File: config.mk
export PLATFORM = sky130hd
export DESIGN_NAME = tlb_op_seq
export DESIGN_NICKNAME = d
export VERILOG_FILES = /design/src/rtl/tlb_pkg.sv /design/src/rtl/tlb_match.sv /design/src/rtl/tlb_op_seq.sv
export SDC_FILE = /design/constraint.sdc
export NUM_CORES = 1
export LEC_CHECK = 0
export ABC_CLOCK_PERIOD_IN_PS = 2500
export CORE_AREA = 2 2 184 186
export DETAILED_ROUTE_END_ITERATION = 8
export DIE_AREA = 0 0 186 188
export SLEW_MARGIN = 10
export SYNTH_ARGS = -nofsm -noshare
export SYNTH_HDL_FRONTEND = slang
export SYNTH_HIERARCHICAL = 1
export SYNTH_SLANG_ARGS = --single-unit
File: constraint.sdc
create_clock -name clk -period 2.5 [get_ports clk]
set_input_delay 0.625 -clock clk [delete_from_list [all_inputs] [get_ports clk]]
set_output_delay 0.625 -clock clk [all_outputs]
set_load 0.03 [all_outputs]
File: src/rtl/tlb_pkg.sv
// Shared TLB definitions: op codes, sequencer state encoding, entry count and EntryHi/EntryLo field positions.
package tlb_pkg;
  localparam int TLB_ENTRIES = 16;
  localparam int IDX_W       = 4;

  localparam int VPN2_MSB = 31;
  localparam int VPN2_LSB = 13;
  localparam int VPN2_W   = VPN2_MSB - VPN2_LSB + 1;
  localparam int ASID_MSB = 7;
  localparam int ASID_LSB = 0;
  localparam int ASID_W   = ASID_MSB - ASID_LSB + 1;
  localparam int G_BIT    = 0;

  typedef enum logic [1:0] {
    OP_TLBP  = 2'b00,
    OP_TLBR  = 2'b01,
    OP_TLBWI = 2'b10,
    OP_TLBWR = 2'b11
  } tlb_op_e;

  typedef enum logic [2:0] {
    ST_IDLE  = 3'd0,
    ST_PROBE = 3'd1,
    ST_READ  = 3'd2,
    ST_WRITE = 3'd3,
    ST_DONE  = 3'd4
  } tlb_state_e;
endpackage

File: src/rtl/tlb_match.sv
// Combinational TLB entry compare: VPN2 must match, and ASID must match unless the entry is global.
module tlb_match
  import tlb_pkg::*;
(
  input  logic [VPN2_W-1:0] ent_vpn2_i,
  input  logic [ASID_W-1:0] ent_asid_i,
  input  logic              ent_g0_i,
  input  logic              ent_g1_i,
  input  logic [VPN2_W-1:0] key_vpn2_i,
  input  logic [ASID_W-1:0] key_asid_i,
  output logic              match_o
);
  // An entry is global only when both halves of the pair carry G.
  assign match_o = (ent_vpn2_i == key_vpn2_i) &&
                   ((ent_asid_i == key_asid_i) || (ent_g0_i && ent_g1_i));
endmodule

File: src/rtl/tlb_op_seq.sv
// Sequences TLBP/TLBR/TLBWI/TLBWR against the TLB array, stalling the pipeline until the op completes.
module tlb_op_seq
  import tlb_pkg::*;
#(
  parameter int TLB_ENTRIES = tlb_pkg::TLB_ENTRIES
) (
  input  logic             clk,
  input  logic             reset,
  input  logic             op_valid_i,
  input  logic [1:0]       op_code_i,
  output logic             op_ready_o,
  output logic             busy_o,
  output logic             done_o,
  input  logic [31:0]      cp0_index_i,
  input  logic [31:0]      cp0_random_i,
  input  logic [31:0]      cp0_entryhi_i,
  input  logic [31:0]      cp0_entrylo0_i,
  input  logic [31:0]      cp0_entrylo1_i,
  output logic [IDX_W-1:0] tlb_addr_o,
  output logic             tlb_we_o,
  output logic [31:0]      tlb_whi_o,
  output logic [31:0]      tlb_wlo0_o,
  output logic [31:0]      tlb_wlo1_o,
  input  logic [31:0]      tlb_rhi_i,
  input  logic [31:0]      tlb_rlo0_i,
  input  logic [31:0]      tlb_rlo1_i,
  output logic [31:0]      entryhi_o,
  output logic [31:0]      entrylo0_o,
  output logic [31:0]      entrylo1_o,
  output logic             entryhi_wen_o,
  output logic             entrylo0_wen_o,
  output logic             entrylo1_wen_o,
  output logic             probe_success_o,
  output logic [IDX_W-1:0] idx_o,
  output logic             idx_wen_o
);
  localparam int CNT_W = $clog2(TLB_ENTRIES) + 1;

  tlb_state_e       state_q, state_d;
  tlb_op_e          op_q, op_d;
  logic [31:0]      hi_q, hi_d, lo0_q, lo0_d, lo1_q, lo1_d;
  logic [IDX_W-1:0] index_q, index_d, random_q, random_d;
  logic [CNT_W-1:0] cnt_q, cnt_d;
  logic             hit_q, hit_d;
  logic [IDX_W-1:0] hit_idx_q, hit_idx_d;
  logic [CNT_W-1:0] cmp_idx;
  logic             match;
  logic             unused_bits;

  assign unused_bits = ^{cp0_index_i[31:IDX_W], cp0_random_i[31:IDX_W]};

  // Read data lags the address by a cycle, so the entry under compare is cnt_q-1.
  assign cmp_idx = cnt_q - CNT_W'(1);

  tlb_match u_match (
    .ent_vpn2_i (tlb_rhi_i[VPN2_MSB:VPN2_LSB]),
    .ent_asid_i (tlb_rhi_i[ASID_MSB:ASID_LSB]),
    .ent_g0_i   (tlb_rlo0_i[G_BIT]),
    .ent_g1_i   (tlb_rlo1_i[G_BIT]),
    .key_vpn2_i (hi_q[VPN2_MSB:VPN2_LSB]),
    .key_asid_i (hi_q[ASID_MSB:ASID_LSB]),
    .match_o    (match)
  );

  always_ff @(posedge clk) begin
    if (reset) begin
      state_q   <= ST_IDLE;
      op_q      <= OP_TLBP;
      hi_q      <= '0;
      lo0_q     <= '0;
      lo1_q     <= '0;
      index_q   <= '0;
      random_q  <= '0;
      cnt_q     <= '0;
      hit_q     <= 1'b0;
      hit_idx_q <= '0;
    end else begin
      state_q   <= state_d;
      op_q      <= op_d;
      hi_q      <= hi_d;
      lo0_q     <= lo0_d;
      lo1_q     <= lo1_d;
      index_q   <= index_d;
      random_q  <= random_d;
      cnt_q     <= cnt_d;
      hit_q     <= hit_d;
      hit_idx_q <= hit_idx_d;
    end
  end

  always_comb begin
    state_d         = state_q;
    op_d            = op_q;
    hi_d            = hi_q;
    lo0_d           = lo0_q;
    lo1_d           = lo1_q;
    index_d         = index_q;
    random_d        = random_q;
    cnt_d           = cnt_q;
    hit_d           = hit_q;
    hit_idx_d       = hit_idx_q;
    op_ready_o      = 1'b0;
    busy_o          = 1'b1;
    done_o          = 1'b0;
    tlb_addr_o      = '0;
    tlb_we_o        = 1'b0;
    tlb_whi_o       = '0;
    tlb_wlo0_o      = '0;
    tlb_wlo1_o      = '0;
    entryhi_o       = '0;
    entrylo0_o      = '0;
    entrylo1_o      = '0;
    entryhi_wen_o   = 1'b0;
    entrylo0_wen_o  = 1'b0;
    entrylo1_wen_o  = 1'b0;
    probe_success_o = 1'b0;
    idx_o           = '0;
    idx_wen_o       = 1'b0;

    case (state_q)
      ST_IDLE: begin
        op_ready_o = 1'b1;
        busy_o     = 1'b0;
        if (op_valid_i) begin
          op_d      = tlb_op_e'(op_code_i);
          hi_d      = cp0_entryhi_i;
          lo0_d     = cp0_entrylo0_i;
          lo1_d     = cp0_entrylo1_i;
          index_d   = cp0_index_i[IDX_W-1:0];
          random_d  = cp0_random_i[IDX_W-1:0];
          cnt_d     = '0;
          hit_d     = 1'b0;
          hit_idx_d = '0;
          case (tlb_op_e'(op_code_i))
            OP_TLBP: state_d = ST_PROBE;
            OP_TLBR: state_d = ST_READ;
            default: state_d = ST_WRITE;
          endcase
        end
      end
      ST_PROBE: begin
        tlb_addr_o = cnt_q[IDX_W-1:0];
        cnt_d      = cnt_q + CNT_W'(1);
        if ((cnt_q != '0) && match) begin
          hit_d     = 1'b1;
          hit_idx_d = cmp_idx[IDX_W-1:0];
          state_d   = ST_DONE;
        end else if (cnt_q == CNT_W'(TLB_ENTRIES)) begin
          state_d = ST_DONE;
        end
      end
      ST_READ: begin
        tlb_addr_o = index_q;
        state_d    = ST_DONE;
      end
      ST_WRITE: begin
        tlb_addr_o = (op_q == OP_TLBWR) ? random_q : index_q;
        tlb_we_o   = 1'b1;
        tlb_whi_o  = hi_q;
        tlb_wlo0_o = lo0_q;
        tlb_wlo1_o = lo1_q;
        state_d    = ST_DONE;
      end
      ST_DONE: begin
        done_o  = 1'b1;
        state_d = ST_IDLE;
        if (op_q == OP_TLBP) begin
          probe_success_o = hit_q;
          idx_o           = hit_idx_q;
          idx_wen_o       = hit_q;
        end else if (op_q == OP_TLBR) begin
          entryhi_o      = tlb_rhi_i;
          entrylo0_o     = tlb_rlo0_i;
          entrylo1_o     = tlb_rlo1_i;
          entryhi_wen_o  = 1'b1;
          entrylo0_wen_o = 1'b1;
          entrylo1_wen_o = 1'b1;
        end
      end
      default: state_d = ST_IDLE;
    endcase
  end
endmodule

Word-level counts from Yosys, hierarchy flattened
Index checks and enable logic that the tools add are counted.
Operators by class
  equality and inequality tests: 13
  multiplexer cells: 38
  $mul: 0
  add/subtract/negate cells: 2
  div/mod/pow operators: 0
  reduce and logical (&&, ||, !) cells: 14
  order comparisons: 0
  shifts and indexed selects: 0
  bitwise gates (word level): 0
Operator list (number)
  $mux W32: 12
  $mux W4: 5
  $eq A19 B19 Y1: 1
  $pmux W4 S3: 1
  $mux W1: 11
  $pmux W5 S2: 1
  $mux W3: 3
  $pmux W3 S3: 1
  $eq A8 B8 Y1: 1
  $pmux W4 S2: 1
  $eq A3 B2 Y1 const B: 2
  $reduce_and A2 Y1: 3
  $add A5 B1 Y5 const B: 1
  $eq A5 B5 Y1 const B: 1
  $mux W5: 1
  $reduce_bool A5 Y1: 1
  $eq A2 B1 Y1 const B: 2
  $logic_not A2 Y1: 2
  $ne A2 B2 Y1 const B: 2
  $pmux W2 S2: 1
  $sub A4 B1 Y4 const B: 1
  $eq A3 B1 Y1 const B: 1
  $eq A3 B3 Y1 const B: 1
  $logic_and A1 B1 Y1: 3
  8 further kinds: 8
Word-level totals
  register bits after elaboration: 119
  logic and storage cells: 77
  bits in writable memories: 0
  memories kept: 0
  memory bits (read-only): 0
  bits in latches: 0

Longest topological paths before layout
  depth after elaboration: 6
  mapped depth: 7
  depth with buffers taken out: 6

By module
Netlist, hierarchy kept.
Modules (own cells, without submodules)
  tlb_op_seq: area each 5839.4 µm², times used 1, cells an instance 784
  tlb_match: area each 302.8 µm², times used 1, cells an instance 37

Least setup slack after synthesis
OpenSTA, ideal clock, no wires.
  kind: reg-to-output
  from: reg state_q[1]
  to: out entryhi_o[22]
  arrival time: 2.060 ns
  path slack: -0.185 ns
  cell stages (with the launch flop): 6
  required time: 1.875 ns
  buffers on the path: 2
  cell sequence: dfxtp_1 nor3b_2 and3b_1 buf_2 clkbuf_1 and2_1
Between the ends
  cells in the longest elaborated chain, start to end: 2
Ends and longest elaborated chain
  from (decl): RTL line tlb_op_seq.sv:39  | tlb_state_e state_q, state_d;
  from (signal assigned): RTL line tlb_op_seq.sv:78  | state_q <= state_d;
  $eq A3 B3 Y1: RTL line tlb_op_seq.sv:120  | case (state_q)
  $mux W32: RTL line tlb_op_seq.sv:120
  to (decl): RTL line tlb_op_seq.sv:27  | output logic [31:0] entryhi_o,
No other way between the ends.

Worst setup path after layout
  from: reg state_q[2]
  to: out entryhi_o[3]
Same word-level chain as after synthesis.

==> run_results.csv <==
group,metric,value,unit
outcome,status,"finished with violations",
route,drt_wl_total,31.85,mm
die,core_region_area,33110,um2
final_layout,final_util,0.3709,
critical_path,crit_buf_inv,4,
critical_path,reg2regPathDepth,7,
global_route,grt_pass1_vias,7011,
place,portBuffers,413,
sta,clock_skew,0.01452,ns
critical_path,endpoint_kind,"primary output",
worst_hold_path,holdCritPathClass,"flop to flop",
sta,timing.slew.headroom,0.5937,
route,via_per_inst,4.211,
outcome,violations,"negative setup slack",
final_layout,layout-drive-gt1-share,0.3115,
die,rows,67,
die,initial_utilization,0.1855,
place,place_ws,-0.2123,ns
yosys,yosysMostFrequentCell,"nand2_1",
route,routedWlPerCell,18.81,um
clock_tree,h-tree-depth,4,
clock_tree,clkLatencyLatePin,0.42,ns
place,dp_cells,1636,
sta,rsz0062_at_grt,"yes",
yosys,ys_seq_area_frac,0.3879,
final_layout,areaGrowthSynthToFinish,99.98,%
sta,drv_slew,0,
die,dieArea,34970,um2
yosys,synth_area_leader_cell,"dfxtp_1",
clock_tree,cts_max_path_buffers,2,
clock_tree,cts_buffers,17,
yosys,syn_inst,821,
yosys,synth-seq-cells,119,
power_and_ir_drop,power.density,467.2,nW/um2
critical_path,slowest_stage,"dfxtp_1",
die,fp.dieW,186,um
sta,worst_slack,-0.01981,ns
clock_tree,clk_pin_slew,0.06,ns
yosys,synthFlopType,"dfxtp_1",
final_layout,final_cell_count_no_fill,1693,
sta,finalHoldViolations,0,
route,postRouteAntennaNets,0,
critical_path,cpMostUsedCell,"buf_6",
critical_path,crit_required,1.88,ns
sta,fin_crit,2.520,ns
critical_path,rrSetupSlack,0.49,ns
route,drt_iter0_drc,254,
power_and_ir_drop,leakage,5.134,nW
final_layout,layout.nets,1489,
worst_hold_path,hold-path-endpoint,"lo0_q[21]",
power_and_ir_drop,ir_drop,374.6,uV
yosys,synth_nets,1085,
place,routabilityCongestion,0.7978,
sta,finalCritPeriodShare,1.008,
yosys,synth.top_cell.area_share,0.3879,
global_route,track_usage,0.1683,
critical_path,crit_type,"flop to primary output",
global_route,overflow,0,
global_route,antenna_found_initial,8,
critical_path,rr_startpoint,"hi_q[3]",
clock_tree,cts_root_buffer,"clkbuf_16",
critical_path,r2r_end,"hit_idx_q[3]",
sta,worstMarginPinSlew,0.6095,ns
yosys,synth_common_cells,"223 x nand2_1, 197 x and2_1, 119 x dfxtp_1, 113 x a21oi_1, 30 x clkbuf_1",
critical_path,path_delay_family,"simple AND/OR/NAND/NOR gates",
place,dpl-instance-area,10780,um2
sta,fmax,396.9,MHz
clock_tree,clock-sinks,119,
critical_path,cpPeakStageDelay,0.34,ns
sta,setup_viol,10,
route,drtPass1Iterations,4,
critical_path,critPathMaxFanout,8,
place,dpl.hpwl,22.81,mm
yosys,syn_area,6142,um2
die,fp.dieH,188,um
yosys,synth_cell_type_count,38,
final_layout,fin_area,12280,um2
worst_hold_path,hp-start,"lo0_q[21]",
yosys,syn_area_per_cell,7.481,um2
global_route,grt_max_degree,66,
yosys,ys_top_cells_by_area,"dfxtp_1 39%, and2_1 20%, nand2_1 14%",
final_layout,fillers,3351,
critical_path,cp_cell_sequence,"nor3b_4 -> and3b_2 -> buf_12 -> buf_6 -> buf_6 -> and2_4 -> buf_6",
clock_tree,cts_hold_buf,0,
route,vias,7130,
route,drc_errors,0,
critical_path,cp-start-kind,"flop",
yosys,yosysWarnings,6,
clock_tree,cts_tree,"yes",
power_and_ir_drop,power,5.738,mW
die,ioPinCount,470,
run,cap_violations,0,
global_route,grt_pass1_wl,42.97,mm
yosys,synth_edf_count,0,
worst_hold_path,hold_depth,2,
critical_path,crit_arrival,1.89,ns
yosys,async_flop_share,0,
how the worst max path moves through the flow:
stage            startpoint              to  cells past startpoint
2_1_floorplan    state_q[1]    entryhi_o[0]                      6
3_3_place_gp   tlb_rhi_i[3]    hit_idx_q[3]                      8
3_5_place_dp   tlb_rhi_i[3]    hit_idx_q[3]                      8
4_1_cts          state_q[1]  entrylo1_o[10]                      6
5_1_grt          state_q[0]    entryhi_o[3]                      7
6_report         state_q[2]    entryhi_o[3]                      7
power breakdown:
part           total, mW  switching, mW  internal, mW
registers           2.13         0.0934          2.04
logic               1.04          0.495         0.543
clock network       2.57          0.935          1.64
total               5.74           1.52          4.21
state kept, by name, summed over array words and instances, names as in the netlist:
name       flops
index_q        4
op_q           2
lo1_q         32
hit_q          1
hit_idx_q      4
random_q       4
cnt_q          5
hi_q          32
state_q        3
lo0_q         32
cells in the final DEF, fill, tap and decap left out, types with 3 or more instances in the layout:
cell type / Yosys / routed
xor2_1: 24 / 24
buf_6: 5 / 79
clkbuf_8: 0 / 3
a311oi_1: 3 / 3
xnor2_1: 5 / 5
a21oi_1: 113 / 113
o32ai_1: 3 / 3
dfxtp_1: 119 / 117
bufinv_16: 0 / 3
diode_2: 0 / 9
inv_1: 4 / 4
and2_4: 0 / 96
buf_4: 7 / 105
clkinv_2: 0 / 3
buf_12: 0 / 55
ha_1: 3 / 3
nor4_1: 6 / 6
nand2_1: 223 / 223
nor3_1: 3 / 3
o21ai_0: 5 / 5
and4_1: 3 / 3
nand3_1: 8 / 8
clkbuf_16: 0 / 23
and2_1: 197 / 101
clkdlybuf4s50_1: 0 / 204
nor2_1: 4 / 4
nor2b_1: 4 / 4
nor3_2: 3 / 3
stage by stage:
stage,TNS (ns),hold WS (ns)
final,-0.08278,0.4497
after global routing,-5.685,0.4670
after CTS,-6.162,0.4510
after detailed placement,-1.173,0.4424
after global placement,-0.8226,0.4372
after floorplan,0,0.4279
routing by layer:
layer,global-route usage,vias up,part of all wire
met4,0.07359,4,0.038
met3,0.04855,45,0.066
met5,0,-,0.00085
met1,0.1637,3369,0.36
met2,0.3236,275,0.53
li1,-,3437,-
worst min-delay path, delay by kind of cell (launching register included):
family	cells	cell delay, ns
simple gates	1	0.05
flops	1	0.30
compound gates	1	0.05
area by class of cell:
type / count / area (um2) / area share
sequential: 119 / 2387 / 0.1944
inverter: 4 / 15.01 / 0.001222
multi-input combinational: 629 / 3643 / 0.2966
clock buffer: 22 / 474.2 / 0.03861
antenna: 9 / 22.52 / 0.001834
timing repair buffer: 454 / 5059 / 0.4118
clock inverter: 8 / 121.4 / 0.009881
tap: 448 / 560.5 / 0.04564
kinds of logic after synthesis:
kind of cell,after synthesis,share of synthesized area
AOI/OAI and AO/OA,131,0.1145
buffers and inverters,73,0.06050
xor gates and xnor gates,29,0.04135
DFF,119,0.3879
and+or+nand+nor,464,0.3864
muxes,2,0.003259
adders and majority gates,3,0.006112
what timing repair did:
item	4_1_cts	5_1_grt
setup endpoints to repair	114	166
buffers inserted	9	1
pin swaps	12	26
resized for setup	131	59
cloned	3	7
hold endpoints to repair	0	0
No activity file was read; power rests on OpenSTA's default activity.
